## config.mk

```make
export PLATFORM = sky130hd
export DESIGN_NAME = instruction_fetch
export DESIGN_NICKNAME = d
export VERILOG_FILES = /design/src/rtl/instruction_fetch.sv
export SDC_FILE = /design/constraint.sdc
export NUM_CORES = 1
export LEC_CHECK = 0
export BUFFER_PORTS_ARGS = -buffer_cell sky130_fd_sc_hd__buf_4
export CORE_ASPECT_RATIO = 1.25
export CORE_MARGIN = 3
export CORE_UTILIZATION = 52
export CTS_CLUSTER_SIZE = 30
export DETAILED_ROUTE_END_ITERATION = 10
export PLACE_DENSITY = 0.72
export SYNTH_ARGS = -nofsm -noshare
export SYNTH_HDL_FRONTEND = slang
export SYNTH_SLANG_ARGS = --single-unit
```

## constraint.sdc

```tcl
create_clock -name clk -period 3.2 [get_ports clk]
set_clock_uncertainty 0.1 [all_clocks]
set_input_delay 0.64 -clock clk [delete_from_list [all_inputs] [get_ports clk]]
set_output_delay 0.64 -clock clk [all_outputs]
set_load 0.02 [all_outputs]
```

## src/rtl/instruction_fetch.sv

```systemverilog
// Byte-serial instruction fetch front end: it assembles 24-bit little-endian words into a prefetch FIFO.
// Optional build macro FETCH_COUNT_EN adds the fetch_count output, a 16-bit count of pops.
module instruction_fetch #(
  parameter int                 ADDR_W     = 16,
  parameter int                 DEPTH_LOG2 = 2,
  parameter logic [ADDR_W-1:0]  RESET_ADDR = '0
) (
  input  logic              clk,
  input  logic              reset,
  output logic [23:0]       next_instruction,
  output logic              next_instruction_available,
  input  logic              ready_for_next_instruction,
  input  logic              jump_valid,
  input  logic [ADDR_W-1:0] jump_address,
  output logic              mem_read,
  output logic [ADDR_W-1:0] mem_addr,
  input  logic [7:0]        mem_data,
  input  logic              mem_valid
`ifdef FETCH_COUNT_EN
  ,
  output logic [15:0]       fetch_count
`endif
);

  localparam int DEPTH = 1 << DEPTH_LOG2;
  localparam int PTR_W = (DEPTH_LOG2 > 0) ? DEPTH_LOG2 : 1;
  localparam int CNT_W = DEPTH_LOG2 + 1;

  typedef enum logic [1:0] {
    ST_FETCH = 2'd0,
    ST_WAIT  = 2'd1,
    ST_DRAIN = 2'd2
  } state_t;

  // Handshakes: the FIFO head is popped on a clk edge where next_instruction_available
  // and ready_for_next_instruction are both high; a memory request completes on a clk
  // edge where mem_read and mem_valid are both high.
  state_t             state_q, state_d;
  logic [ADDR_W-1:0]  pc_q, pc_d;
  logic [ADDR_W-1:0]  addr_q, addr_d;
  logic [1:0]         byte_cnt_q, byte_cnt_d;
  logic [15:0]        asm_q, asm_d;
  logic [PTR_W-1:0]   rd_ptr_q, rd_ptr_d;
  logic [PTR_W-1:0]   wr_ptr_q, wr_ptr_d;
  logic [CNT_W-1:0]   count_q, count_d;
  logic [23:0]        fifo_q [DEPTH];

  logic               fifo_empty;
  logic               pop;
  logic               capture;
  logic               push;
  logic               full_next;
  logic [23:0]        push_word;

  function automatic logic [PTR_W-1:0] ptr_inc(input logic [PTR_W-1:0] p);
    return (p == PTR_W'(DEPTH - 1)) ? '0 : p + 1'b1;
  endfunction

  assign fifo_empty = (count_q == '0);
  assign pop        = ~fifo_empty & ~jump_valid & ready_for_next_instruction;
  assign capture    = (state_q == ST_FETCH) & mem_valid;
  assign push_word  = {mem_data, asm_q};

  always_comb begin
    state_d    = state_q;
    pc_d       = pc_q;
    addr_d     = addr_q;
    byte_cnt_d = byte_cnt_q;
    asm_d      = asm_q;
    rd_ptr_d   = rd_ptr_q;
    wr_ptr_d   = wr_ptr_q;
    count_d    = count_q;
    push       = 1'b0;
    full_next  = 1'b0;

    if (jump_valid) begin
      rd_ptr_d   = '0;
      wr_ptr_d   = '0;
      count_d    = '0;
      byte_cnt_d = 2'd0;
      pc_d       = jump_address;
      // A request still in flight must be answered before the new address can go out.
      unique case (state_q)
        ST_FETCH: begin
          if (mem_valid) begin
            addr_d  = jump_address;
            state_d = ST_FETCH;
          end else begin
            state_d = ST_DRAIN;
          end
        end
        ST_WAIT: begin
          addr_d  = jump_address;
          state_d = ST_FETCH;
        end
        default: begin
          if (mem_valid) begin
            addr_d  = jump_address;
            state_d = ST_FETCH;
          end
        end
      endcase
    end else begin
      if (capture) begin
        pc_d   = pc_q + 1'b1;
        addr_d = pc_q + 1'b1;
        unique case (byte_cnt_q)
          2'd0: begin
            asm_d[7:0] = mem_data;
            byte_cnt_d = 2'd1;
          end
          2'd1: begin
            asm_d[15:8] = mem_data;
            byte_cnt_d  = 2'd2;
          end
          default: begin
            push       = 1'b1;
            byte_cnt_d = 2'd0;
          end
        endcase
      end

      if (push) wr_ptr_d = ptr_inc(wr_ptr_q);
      if (pop)  rd_ptr_d = ptr_inc(rd_ptr_q);
      unique case ({push, pop})
        2'b10:   count_d = count_q + 1'b1;
        2'b01:   count_d = count_q - 1'b1;
        default: count_d = count_q;
      endcase
      full_next = (count_d == CNT_W'(DEPTH));

      // Byte 0 of a new word is only requested once a FIFO slot is guaranteed.
      unique case (state_q)
        ST_FETCH: begin
          if (capture && (byte_cnt_d == 2'd0) && full_next) state_d = ST_WAIT;
        end
        ST_WAIT: begin
          if (!full_next) state_d = ST_FETCH;
        end
        default: begin
          if (mem_valid) begin
            addr_d  = pc_q;
            state_d = full_next ? ST_WAIT : ST_FETCH;
          end
        end
      endcase
    end
  end

  always_ff @(posedge clk or posedge reset) begin
    if (reset) begin
      state_q    <= ST_FETCH;
      pc_q       <= RESET_ADDR;
      addr_q     <= RESET_ADDR;
      byte_cnt_q <= 2'd0;
      asm_q      <= '0;
      rd_ptr_q   <= '0;
      wr_ptr_q   <= '0;
      count_q    <= '0;
    end else begin
      state_q    <= state_d;
      pc_q       <= pc_d;
      addr_q     <= addr_d;
      byte_cnt_q <= byte_cnt_d;
      asm_q      <= asm_d;
      rd_ptr_q   <= rd_ptr_d;
      wr_ptr_q   <= wr_ptr_d;
      count_q    <= count_d;
    end
  end

  always_ff @(posedge clk) begin
    if (push) fifo_q[wr_ptr_q] <= push_word;
  end

  assign next_instruction_available = ~fifo_empty & ~jump_valid;
  assign next_instruction           = fifo_empty ? 24'd0 : fifo_q[rd_ptr_q];
  assign mem_read                   = ~reset & (state_q != ST_WAIT);
  assign mem_addr                   = addr_q;

`ifdef FETCH_COUNT_EN
  logic [15:0] fetch_count_q, fetch_count_d;

  always_comb begin
    fetch_count_d = fetch_count_q;
    if (pop) fetch_count_d = fetch_count_q + 16'd1;
  end

  always_ff @(posedge clk or posedge reset) begin
    if (reset) fetch_count_q <= 16'd0;
    else       fetch_count_q <= fetch_count_d;
  end

  assign fetch_count = fetch_count_q;
`endif

endmodule

```

# Word-level counts from Yosys, hierarchy flattened
# Memory sizes are Yosys's and may differ from the RTL's.
# Index checks and enable logic that the tools add are counted.
# totals
in_bits	29
reg_bits	59
mem_bits_rw	96
out_inout_bits	42
memories	1
word_cells	85
# memory_table
memory	words	width	rd	rd_ports_with_merged_regs	wr	line	source
fifo_q	4	24	1	0	1	46	logic [23:0] fifo_q [DEPTH];
# classes
n_bitwise	7
reduce_logical	15
eq_ne	11
muxes	37
addsub	5
# ops
op	n
$mux 16	8
$mux 2	15
$mux 24	1
$add 16x1->16 const B	1
$pmux 2 s2	3
$reduce_and 3->1	3
$mux 1	7
$eq 2x1->1 const B	3
$eq 2x2->1 const B	3
$logic_not 2->1	3
$mux 3	2
$pmux 3 s2	1
$reduce_bool 2->1	3
$add 2x1->2 const B	2
$and 1x1->1	4
$reduce_or 2->1	2
$add 3x1->3 const B	1
$eq 3x3->1 const B	1
$logic_not 3->1	1
$ne 3x1->1 const B	1
$ne 3x2->1 const B	1
$ne 3x3->1 const B	1
$not 1->1	3
$reduce_bool 3->1	1
other kinds (3)	4

# Logic depth before layout (Yosys ltp)
# Gate-level depths: netlist (run 1).
# depth
word_depth	13
ltp_mapped	11
depth_no_buf	10

# Least setup slack after synthesis (run 1)
# Ideal clock, no wire load.
# synth_timing
kind	input to register
start	input port jump_valid
end	register state_q[0]
required_ns	2.996
t_arrival_ns	2.968
stages	10
n_path_buf	4
path_slack_ns	0.028
setup_time_ns	0.104
path_cell_list	clkbuf_1 buf_2 buf_1 nor2_1 ha_1 buf_2 or3b_2 a221oi_1 o211ai_1 a221oi_1
# synth_between
elab_chain_len	11
elab_cells_between_ends	16
cone_classes	eq/ne (5); mux (6); bitwise (3); reduce/logical (2)
# synth_lines
item	line	source
start, declared	13	input logic jump_valid,
$not 1->1 (no line)	-	
$and 1x1->1 (2 in series)	60	assign pop = ~fifo_empty & ~jump_valid & ready_for_next_instruction;
$eq 2x1->1 / $eq 2x2->1 (equally long branches)	125	unique case ({push, pop})
$pmux 3 s2	125	
$mux 3	76	if (jump_valid) begin
$eq 3x3->1	130	full_next = (count_d == CNT_W'(DEPTH));
$mux 1	143	state_d = full_next ? ST_WAIT : ST_FETCH;
$mux 2	141	if (mem_valid) begin
$pmux 2 s2	133	unique case (state_q)
$mux 2	76	
end signal, assigned	161	state_q <= state_d;
end, declared	38	state_t state_q, state_d;
# Several ways; a longest one is shown, not always the timed one. The select of a mux whose other input is x is not followed.
# A chain may end at the register's enable or synchronous reset.

# Final worst setup path (run 1)
# layout_timing
start	register state_q[0]
end	register state_q[0]
# layout_between
elab_chain_len	12
elab_cells_between_ends	24
cone_classes	eq/ne (6); mux (11); bitwise (1); reduce/logical (6)
# layout_lines
item	line	source
$logic_not 2->1	61, 83, 133	
$and 1x1->1	61	assign capture = (state_q == ST_FETCH) & mem_valid;
$mux 1	104	if (capture) begin
$mux 1	76	
$eq 2x1->1 / $eq 2x2->1 (equally long branches)	125	
$pmux 3 s2	125	
$mux 3	76	
$eq 3x3->1	130	
$mux 1	143	
$mux 2	141	
$pmux 2 s2	133	
$mux 2	76	
# Several ways; a longest one is shown, not always the timed one. The select of a mux whose other input is x is not followed.

==> flow_summary.ini, run 1 <==
[run_status]
status = finished, final reports clean

[synthesis]
synth_nets = 500
synth_ff_type = edfxtp_1
syn_area_per_cell_um2 = 14.6
syn-cell-area_um2 = 6780
ys_ff_latch = 155
async_reset_ff_share_pct = 38.1
seq_area_frac_synth_pct = 64.3
synthDistinctLibCells = 53
yosys_warnings = 0
synth_edf_count = 96
netlist_instances = 464

[global_routing]
grt_overflow = 0
grtUsageMet3_pct = 4.56
grt_pass1_wl_um = 22100
grt_use_met1_pct = 25.0
grt.met2_usage_pct = 35.0
grt_pass1_vias = 4262
grt_max_degree = 38
antenna_found_initial = 0
grt_usage_pct = 20.1
top_usage_layer = met2

[sta]
layout_min_cycle_time_ns = 2.75
hold_viol = 0
final-setup-viol-count = 0
fin_setup_tns_ns = 0
grt_setup_unrepaired = no
fmax_ghz = 0.364
worstMarginPinSlew_ns = 1.05
post-route-period-util_pct = 85.8
timing.hold.ws_ns = 0.174
slew_headroom_pct = 27.8
slew_violations = 0

[detailed_routing]
vias = 4161
viasPerCell = 5.77
ant_nets = 0
drt-pass1-iter-count = 6
drt_iter0_markers = 290
finalWirelength_um = 13700
post_drt_wl_per_cell_um = 18.9
drc = 0

[place]
place_congestion = 0.814
placed_area_um2 = 7520
place_hpwl_um = 8750
numPortBuffers = 70
placed_cells = 689

[floorplan]
die_w_um = 108
io_pins = 71
die_h_um = 134
coreArea_um2 = 12700
dieArea_um2 = 14400
start_util_pct = 53.3
rows = 46

[clocking]
cts_hold_buf = 0
cts.clk_slew.worst_paths_ns = 0.06
post-cts-setup-buffers = 0
numCtsBuffers = 17
htreeDepth = 4
cts.sinks = 155
ctsRootBufferMaster = clkbuf_16
tritoncts = yes
cts_resized = 0
clock_latency_ns = 0.42
cts_buffer_depth = 2

[worst_setup_path]
cp_cell_sequence = nor3b_1, nand2_1, ha_1, or3b_2, a221oi_1, o211ai_1, a221oi_1
setup.worst_path.start_class = register
crit_top_cell = a221oi_1
cp_num_buf_inv = 0
crit_type = register to register
slowest_stage = dfrtp_1
required_ns = 3.42
worstPathMaxFanout = 11
critical_path.top_delay_family = simple AND/OR/NAND/NOR gates
crit_path_end_kind = register
worst_path_largest_cell_delay_ns = 0.49
crit_arrival_ns = 2.96
rrSetupSlack_ns = 0.45

[final_layout]
syn2layout_area_growth_pct = 19.2
final_nets = 576
diodes = 0
finalInstanceArea_um2 = 8080
drive_above_1_share_pct = 29.7
stdcell_count = 721

[pwr]
fin_total_pwr_w = 0.00487
p_leak_nw = 3.03
peakVddDrop_v = 0.000338
p_per_area_nw_per_um2 = 603

[hold_path]
hold_path.class = input port to async pin

[run]
maxCapViolations = 0
worst paths after layout:
check	end	from	cells past startpoint
max	state_q[0]	state_q[0]	7
min	async pin	reset	2
max reg2reg	state_q[0]	state_q[0]	7
min reg2reg	fifo_q[0][9]	asm_q[9]	0
max in group asynchronous	pc_q[14]	reset	3
min in group clk	fifo_q[2][21]	mem_data[5]	1
cell usage in the layout (no fill, tap or decap), types with 3 or more instances in the layout:
| cell | synthesis | routed |
|---|---|---|
| edfxtp_1 | 96 | 96 |
| buf_4 | 1 | 84 |
| dfrtp_1 | 59 | 59 |
| nor2_1 | 34 | 34 |
| nor2b_1 | 27 | 27 |
| mux4_2 | 24 | 24 |
| a21oi_1 | 20 | 20 |
| nand2_1 | 20 | 20 |
| mux2_2 | 17 | 17 |
| clkbuf_16 | 0 | 17 |
| inv_1 | 14 | 13 |
| a221oi_1 | 8 | 8 |
| nand3_1 | 7 | 7 |
| nor4_1 | 7 | 7 |
| o21ai_0 | 7 | 7 |
| a22oi_1 | 6 | 6 |
| ha_1 | 6 | 6 |
| xor2_1 | 5 | 5 |
| mux2i_1 | 5 | 5 |
| nand4_1 | 5 | 5 |
| a222oi_1 | 5 | 5 |
| a221o_1 | 5 | 5 |
| nand2b_1 | 4 | 4 |
| o31a_1 | 4 | 4 |
| xnor2_1 | 4 | 4 |
| and3_1 | 4 | 4 |
| clkinvlp_4 | 0 | 4 |
| clkbuf_1 | 14 | 4 |
| and2_1 | 3 | 3 |
| a31oi_1 | 3 | 3 |
| clkinv_2 | 0 | 3 |
worst reg2reg max path, cell delays in order, from the launching register on:
cell	delay (ns)
dfrtp_1	0.49
nor3b_1	0.31
nand2_1	0.10
ha_1	0.43
or3b_2	0.47
a221oi_1	0.34
o211ai_1	0.14
a221oi_1	0.25
metrics by stage:
| stage | utilization [%] | setup WS, ns |
|---|---|---|
| global route | 63.5 | 0.264 |
| global placement | 59.1 | 0.310 |
| finish | 63.5 | 0.454 |
| CTS | 63.5 | 0.433 |
| floorplan | - | 0.0280 |
| detailed placement | 59.1 | 0.187 |
cells by family after synthesis:
family          count (synthesis)  synth area share (%)
compound gates                 76                  8.36
xor+xnor                        9                  1.16
fa+ha+maj                       7                  1.40
buf+inv                        43                  2.95
flops                         155                  64.3
mux                            46                  11.5
simple gates                  128                  10.3
synthesized netlist by cell type (all sizes together) (5+ instances only):
cell    instances  share of area, %
nand3           7              0.52
a22oi           6              0.66
clkbuf         14              0.78
nand2          21               1.2
nor4            7              0.65
dfrtp          59                22
o21ai           8              0.59
buf            15               1.4
mux2i           5              0.74
nor2           34               1.9
nand4           5              0.46
xor2            5              0.65
mux4           24               8.0
mux2           17               2.8
ha              6               1.1
inv            14              0.78
a21oi          20               1.5
a222oi          5              0.74
a221oi          8               1.0
edfxtp         96                43
a221o           5              0.74
nor2b          27               2.5
report_power, final:
part / switching, W / internal, W
Sequential: 0.000149 / 0.00234
Combinational: 0.000243 / 0.000222
Clock: 0.000772 / 0.00115
Total: 0.00116 / 0.00370
layer usage:
| metal | wire length [um] | share of wire, % | vias to the layer above |
|---|---|---|---|
| met5 | 0 | 0 | - |
| met4 | 213 | 1.6 | 0 |
| met3 | 730 | 5.3 | 19 |
| met2 | 7260 | 53 | 136 |
| met1 | 5450 | 40 | 2077 |
| li1 | - | - | 1929 |
area by class of cell:
class                   count  area, um2
fillers                   942       4640
flip-flops and latches    155       4360
multi-input cells         266       2220
repair buffers             86        671
clock buffers              21        440
well taps                 168        210
clock inverters            11        123
inverters                  14       52.6
Note: power is estimated with default switching activity, not from simulation.
==> run 2: changes to the inputs <==
--- a/config.mk
+++ b/config.mk
@@ -8,10 +8,9 @@
 export BUFFER_PORTS_ARGS = -buffer_cell sky130_fd_sc_hd__buf_4
 export CORE_ASPECT_RATIO = 1.25
 export CORE_MARGIN = 3
-export CORE_UTILIZATION = 52
+export CORE_UTILIZATION = 40
 export CTS_CLUSTER_SIZE = 30
 export DETAILED_ROUTE_END_ITERATION = 10
-export PLACE_DENSITY = 0.72
 export SYNTH_ARGS = -nofsm -noshare
 export SYNTH_HDL_FRONTEND = slang
 export SYNTH_SLANG_ARGS = --single-unit
==> constraint.sdc (replaced) <==
create_clock -name clk -period 3.5 [get_ports clk]
set_clock_uncertainty 0.1 [all_clocks]
set_input_delay 0.7 -clock clk [delete_from_list [all_inputs] [get_ports clk]]
set_output_delay 0.7 -clock clk [all_outputs]
set_load 0.02 [all_outputs]
==> run 2 against run 1 <==
Compared with the run above:
- routed wire length rose by 3.3%
- cell count rose by 6.4%
- critical endpoint is now next_instruction[15]
- largest cell class unchanged
- power fell by 9.4%
- critical path depth fell by 3
- worst setup slack improved by 0.024 ns
- first-iteration DRC count fell by 23%
==> flow_summary.ini, run 2 (same netlist as run 1, synthesis figures left out) <==
[run_status]
status = finished, final reports clean

[pwr]
p_per_area_nw_per_um2 = 543
p_leak_nw = 3.03
peakVddDrop_v = 0.000291

[global_routing]
grt_max_degree = 60
grt_pass1_vias = 4307
grt_use_met1_pct = 20.8
grt_pass1_wl_um = 22900
grt_overflow = 0
top_usage_layer = met2
grt.met2_usage_pct = 26.9
grtUsageMet3_pct = 4.08
grt_usage_pct = 16.2
antenna_found_initial = 0

[worst_setup_path]
setup.worst_path.start_class = register
crit_path_end_kind = primary output
crit_arrival_ns = 2.22
crit_type = register to primary output
worstPathMaxFanout = 20
required_ns = 2.70

[place]
place_congestion = 0.766
numPortBuffers = 70
place_hpwl_um = 8720

[floorplan]
start_util_pct = 41.3
dieArea_um2 = 18600
die_w_um = 122
rows = 52
coreArea_um2 = 16400
io_pins = 71
die_h_um = 152

[sta]
final-setup-viol-count = 0
hold_viol = 0
layout_min_cycle_time_ns = 3.02
fmax_ghz = 0.331
fin_setup_tns_ns = 0
post-route-period-util_pct = 86.3
worstMarginPinSlew_ns = 0.729
grt_setup_unrepaired = no
slew_violations = 0
slew_headroom_pct = 51.3

[final_layout]
seq_area_um2 = 4360
layout_commonest_cell = edfxtp_1
syn2layout_area_growth_pct = 19.8
drive_above_1_share_pct = 30.1
multiInputGateArea_um2 = 2220
fin_util_pct = 49.5
final_cell_mix = edfxtp_1 (96), buf_4 (82), dfrtp_1 (59), nor2_1 (34), nor2b_1 (27)
diodes = 0
n_fill_cell = 1467
final_nets = 574

[clocking]
cts_hold_buf = 0
cts_buffer_depth = 2
numCtsBuffers = 17
clock_latency_ns = 0.42
cts.sinks = 155
tritoncts = yes
htreeDepth = 4
cts_resized = 0
cts.clk_slew.worst_paths_ns = 0.06
ctsRootBufferMaster = clkbuf_16
post-cts-setup-buffers = 0

[detailed_routing]
vias = 4174
viasPerCell = 5.44
drc = 0
post_drt_wl_per_cell_um = 18.4
finalWirelength_um = 14100
drt_iter0_markers = 224
drt-pass1-iter-count = 5
ant_nets = 0

[run]
maxCapViolations = 0

[hold_path]
hold_path.class = input port to async pin
## run 2: report_power, final
part           switching, W  total, W  leakage (nW)  internal (W)
logic              0.000218  0.000422          1.17      0.000203
registers          0.000134   0.00227          1.59       0.00213
clock network      0.000760   0.00172         0.263      0.000962
## run 2: cell type report
cell class	instances	share of cell area, %
Tap cell	216	3.33
Inverter	14	0.647
Multi-Input combinational cell	266	27.4
Clock buffer	19	5.58
Timing Repair Buffer	84	8.07
Sequential cell	155	53.7
Clock inverter	13	1.34
## run 2: critical path, cell delays in order, from the launching register on
cell,delay [ns]
dfrtp_1,0.67
buf_12,0.27
mux4_2,0.51
nor2b_1,0.17
buf_4,0.18
## run 2: path summary, 6_finish.rpt
path                                   endpoint  slack [ns]   startpoint  depth (start not counted)
max                        next_instruction[15]        0.48  rd_ptr_q[0]                          4
min                                  state_q[1]        0.26        reset                          3
max reg2reg                          state_q[0]        0.81   state_q[0]                          7
min in group clk                  fifo_q[3][21]        0.41  mem_data[5]                          1
max in group asynchronous           wr_ptr_q[0]        2.77        reset                          3
min reg2reg                       fifo_q[2][14]        0.41    asm_q[14]                          0
## run 2: per-stage QoR
| step | area (um2) | setup slack [ns] | total power, W | hold slack (ns) | instances |
|---|---|---|---|---|---|
| floorplan | 6780 | 0.268 | 0.00255 | 0.371 | 464 |
| global placement | 7560 | 0.540 | 0.00271 | 0.380 | 735 |
| detailed placement | 7560 | 0.473 | 0.00273 | 0.401 | 735 |
| CTS | 8120 | 0.397 | 0.00446 | 0.269 | 767 |
| global route | 8120 | 0.310 | 0.00460 | 0.283 | 767 |
| finish | 8120 | 0.478 | 0.00441 | 0.264 | 767 |
## run 2: metal layers
layer  wire length, um  vias to the layer above  part of all wire, %
met5                 0                        -                    0
met3               691                       16                  4.9
met4               223                        0                  1.6
li1                  -                     1927                    -
met1              6050                     2123                   43
met2              7150                      108                   51
==> run 3: changes to the inputs <==
--- a/config.mk
+++ b/config.mk
@@ -6,6 +6,7 @@
 export NUM_CORES = 1
 export LEC_CHECK = 0
 export BUFFER_PORTS_ARGS = -buffer_cell sky130_fd_sc_hd__buf_4
+export CAP_MARGIN = 20
 export CORE_ASPECT_RATIO = 1.25
 export CORE_MARGIN = 3
 export CORE_UTILIZATION = 40
==> constraint.sdc (replaced) <==
create_clock -name clk -period 3.5 [get_ports clk]
set_clock_uncertainty 0.1 [all_clocks]
set_input_delay 0.875 -clock clk [delete_from_list [all_inputs] [get_ports clk]]
set_output_delay 0.875 -clock clk [all_outputs]
set_load 0.02 [all_outputs]
==> run 3 against run 2 <==
Compared with the run above:
- sequential share of layout area is 0.34 points higher
- design area is 0.63% lower
- routed wire length is 0.71% higher
- cell count is 0.13% higher
- power is 2.8% lower
- critical endpoint unchanged
- first-iteration DRC count is 33% higher
- worst setup slack worse by 0.0037 ns
- global-route usage hardly changed
- hold slack better by 0.14 ns
==> flow_summary.ini, run 3 (same netlist as run 1, synthesis figures left out) <==
[worst_setup_path]
crit_type = register to primary output
crit_arrival_ns = 2.05
worstPathMaxFanout = 23
required_ns = 2.52
rrSetupSlack_ns = 0.78
crit_path_end_kind = primary output
setup.worst_path.start_class = register

[detailed_routing]
drt_iter0_markers = 298
drc = 0
ant_nets = 0
post_drt_wl_per_cell_um = 18.5
wl_met2_um = 7280
finalWirelength_um = 14200
drt-pass1-iter-count = 7
vias = 4205
dr.max_layer_used = met4
met3_length_um = 634
wl_met1_um = 6060
viasPerCell = 5.48

[global_routing]
grt_max_degree = 60
antenna_found_initial = 0
grt_pass1_wl_um = 22900
grt_usage_pct = 16.3
grt_pass1_vias = 4345
grt_overflow = 0

[pwr]
power_switching_w = 0.00105
p_seq_share_pct = 52.9
internal_power_w = 0.00324
swShare_pct = 24.5
p_clk_share_pct = 37.3
peakVddDrop_v = 0.000282
power_frac_comb_pct = 9.9
p_per_area_nw_per_um2 = 532
p_leak_nw = 3.01
fin_total_pwr_w = 0.00429

[sta]
post-route-period-util_pct = 86.5
slew_headroom_pct = 47.0
fin_setup_tns_ns = 0
grt_setup_unrepaired = no
slew_violations = 0
worstMarginPinSlew_ns = 0.796
hold_viol = 0
layout_min_cycle_time_ns = 3.03
final-setup-viol-count = 0
fmax_ghz = 0.330

[final_layout]
final_cell_mix = edfxtp_1 (96), buf_4 (84), dfrtp_1 (59), nor2_1 (34), nor2b_1 (27)
layout_commonest_cell = edfxtp_1
drive_above_1_share_pct = 29.5
diodes = 0
syn2layout_area_growth_pct = 19.1
multiInputGateArea_um2 = 2220
seq_area_um2 = 4360
n_fill_cell = 1469
final_nets = 575
stdcell_count = 768

[run]
maxCapViolations = 0

[hold_path]
hold_path.class = register to register

[place]
numPortBuffers = 70
place_hpwl_um = 8870
place_congestion = 0.790
placed_cells = 736

[clocking]
htreeDepth = 4
clock_latency_ns = 0.41
cts_hold_buf = 0
cts_buffer_depth = 2
cts_resized = 0
numCtsBuffers = 17
tritoncts = yes
ctsRootBufferMaster = clkbuf_16
cts.sinks = 155
post-cts-setup-buffers = 0
cts.clk_slew.worst_paths_ns = 0.06

[floorplan]
dieArea_um2 = 18600
rows = 52
start_util_pct = 41.3
die_w_um = 122
io_pins = 71
coreArea_um2 = 16400
die_h_um = 152

[run_status]
status = finished, final reports clean
==> run 3: area by class of cell <==
| type | count | share of cell area (%) |
|---|---|---|
| Clock inverter | 12 | 0.977 |
| Tap cell | 216 | 3.35 |
| Timing Repair Buffer | 85 | 8.06 |
| Multi-Input combinational cell | 266 | 27.5 |
| Sequential cell | 155 | 54.0 |
| Inverter | 14 | 0.651 |
| Clock buffer | 20 | 5.41 |
==> run 3: critical path, stage by stage (launching register included) <==
cell and delay (ns):
dfrtp_1 0.50, buf_12 0.26, mux4_2 0.54, nor2b_1 0.16, buf_4 0.17
==> run 3: path summary, 6_finish.rpt <==
path	startpoint	end	depth (start not counted)
max	rd_ptr_q[0]	next_instruction[15]	4
max reg2reg	state_q[0]	state_q[0]	7
min in group asynchronous	reset	state_q[0]	3
min reg2reg	asm_q[9]	fifo_q[2][9]	0
min	asm_q[9]	fifo_q[2][9]	0
max in group asynchronous	reset	asm_q[7]	3
==> run 3: power by group through the flow <==
stage	Combinational (W)	Sequential [W]	Clock, W
CTS	0.000432	0.00227	0.00165
detailed placement	0.000429	0.00231	0
finish	0.000424	0.00227	0.00160
global route	0.000466	0.00229	0.00171
global placement	0.000418	0.00229	0
floorplan	0.000261	0.00229	0
==> run 3: routing by layer <==
metal	vias up	track usage, %
met5	-	0
met4	0	6.16
li1	1925	-
met3	18	3.68
met1	2142	20.2
met2	120	27.8
==> run 3: stage by stage <==
| step | instance area (um2) | setup WS, ns | util, % | hold slack, ns |
|---|---|---|---|---|
| after floorplan | 6780 | 0.0930 | - | 0.371 |
| after global placement | 7560 | 0.379 | 46.1 | 0.379 |
| after detailed placement | 7560 | 0.272 | 46.1 | 0.404 |
| after CTS | 8070 | 0.404 | 49.2 | 0.415 |
| after global routing | 8070 | 0.349 | 49.2 | 0.427 |
| final | 8070 | 0.474 | 49.2 | 0.406 |
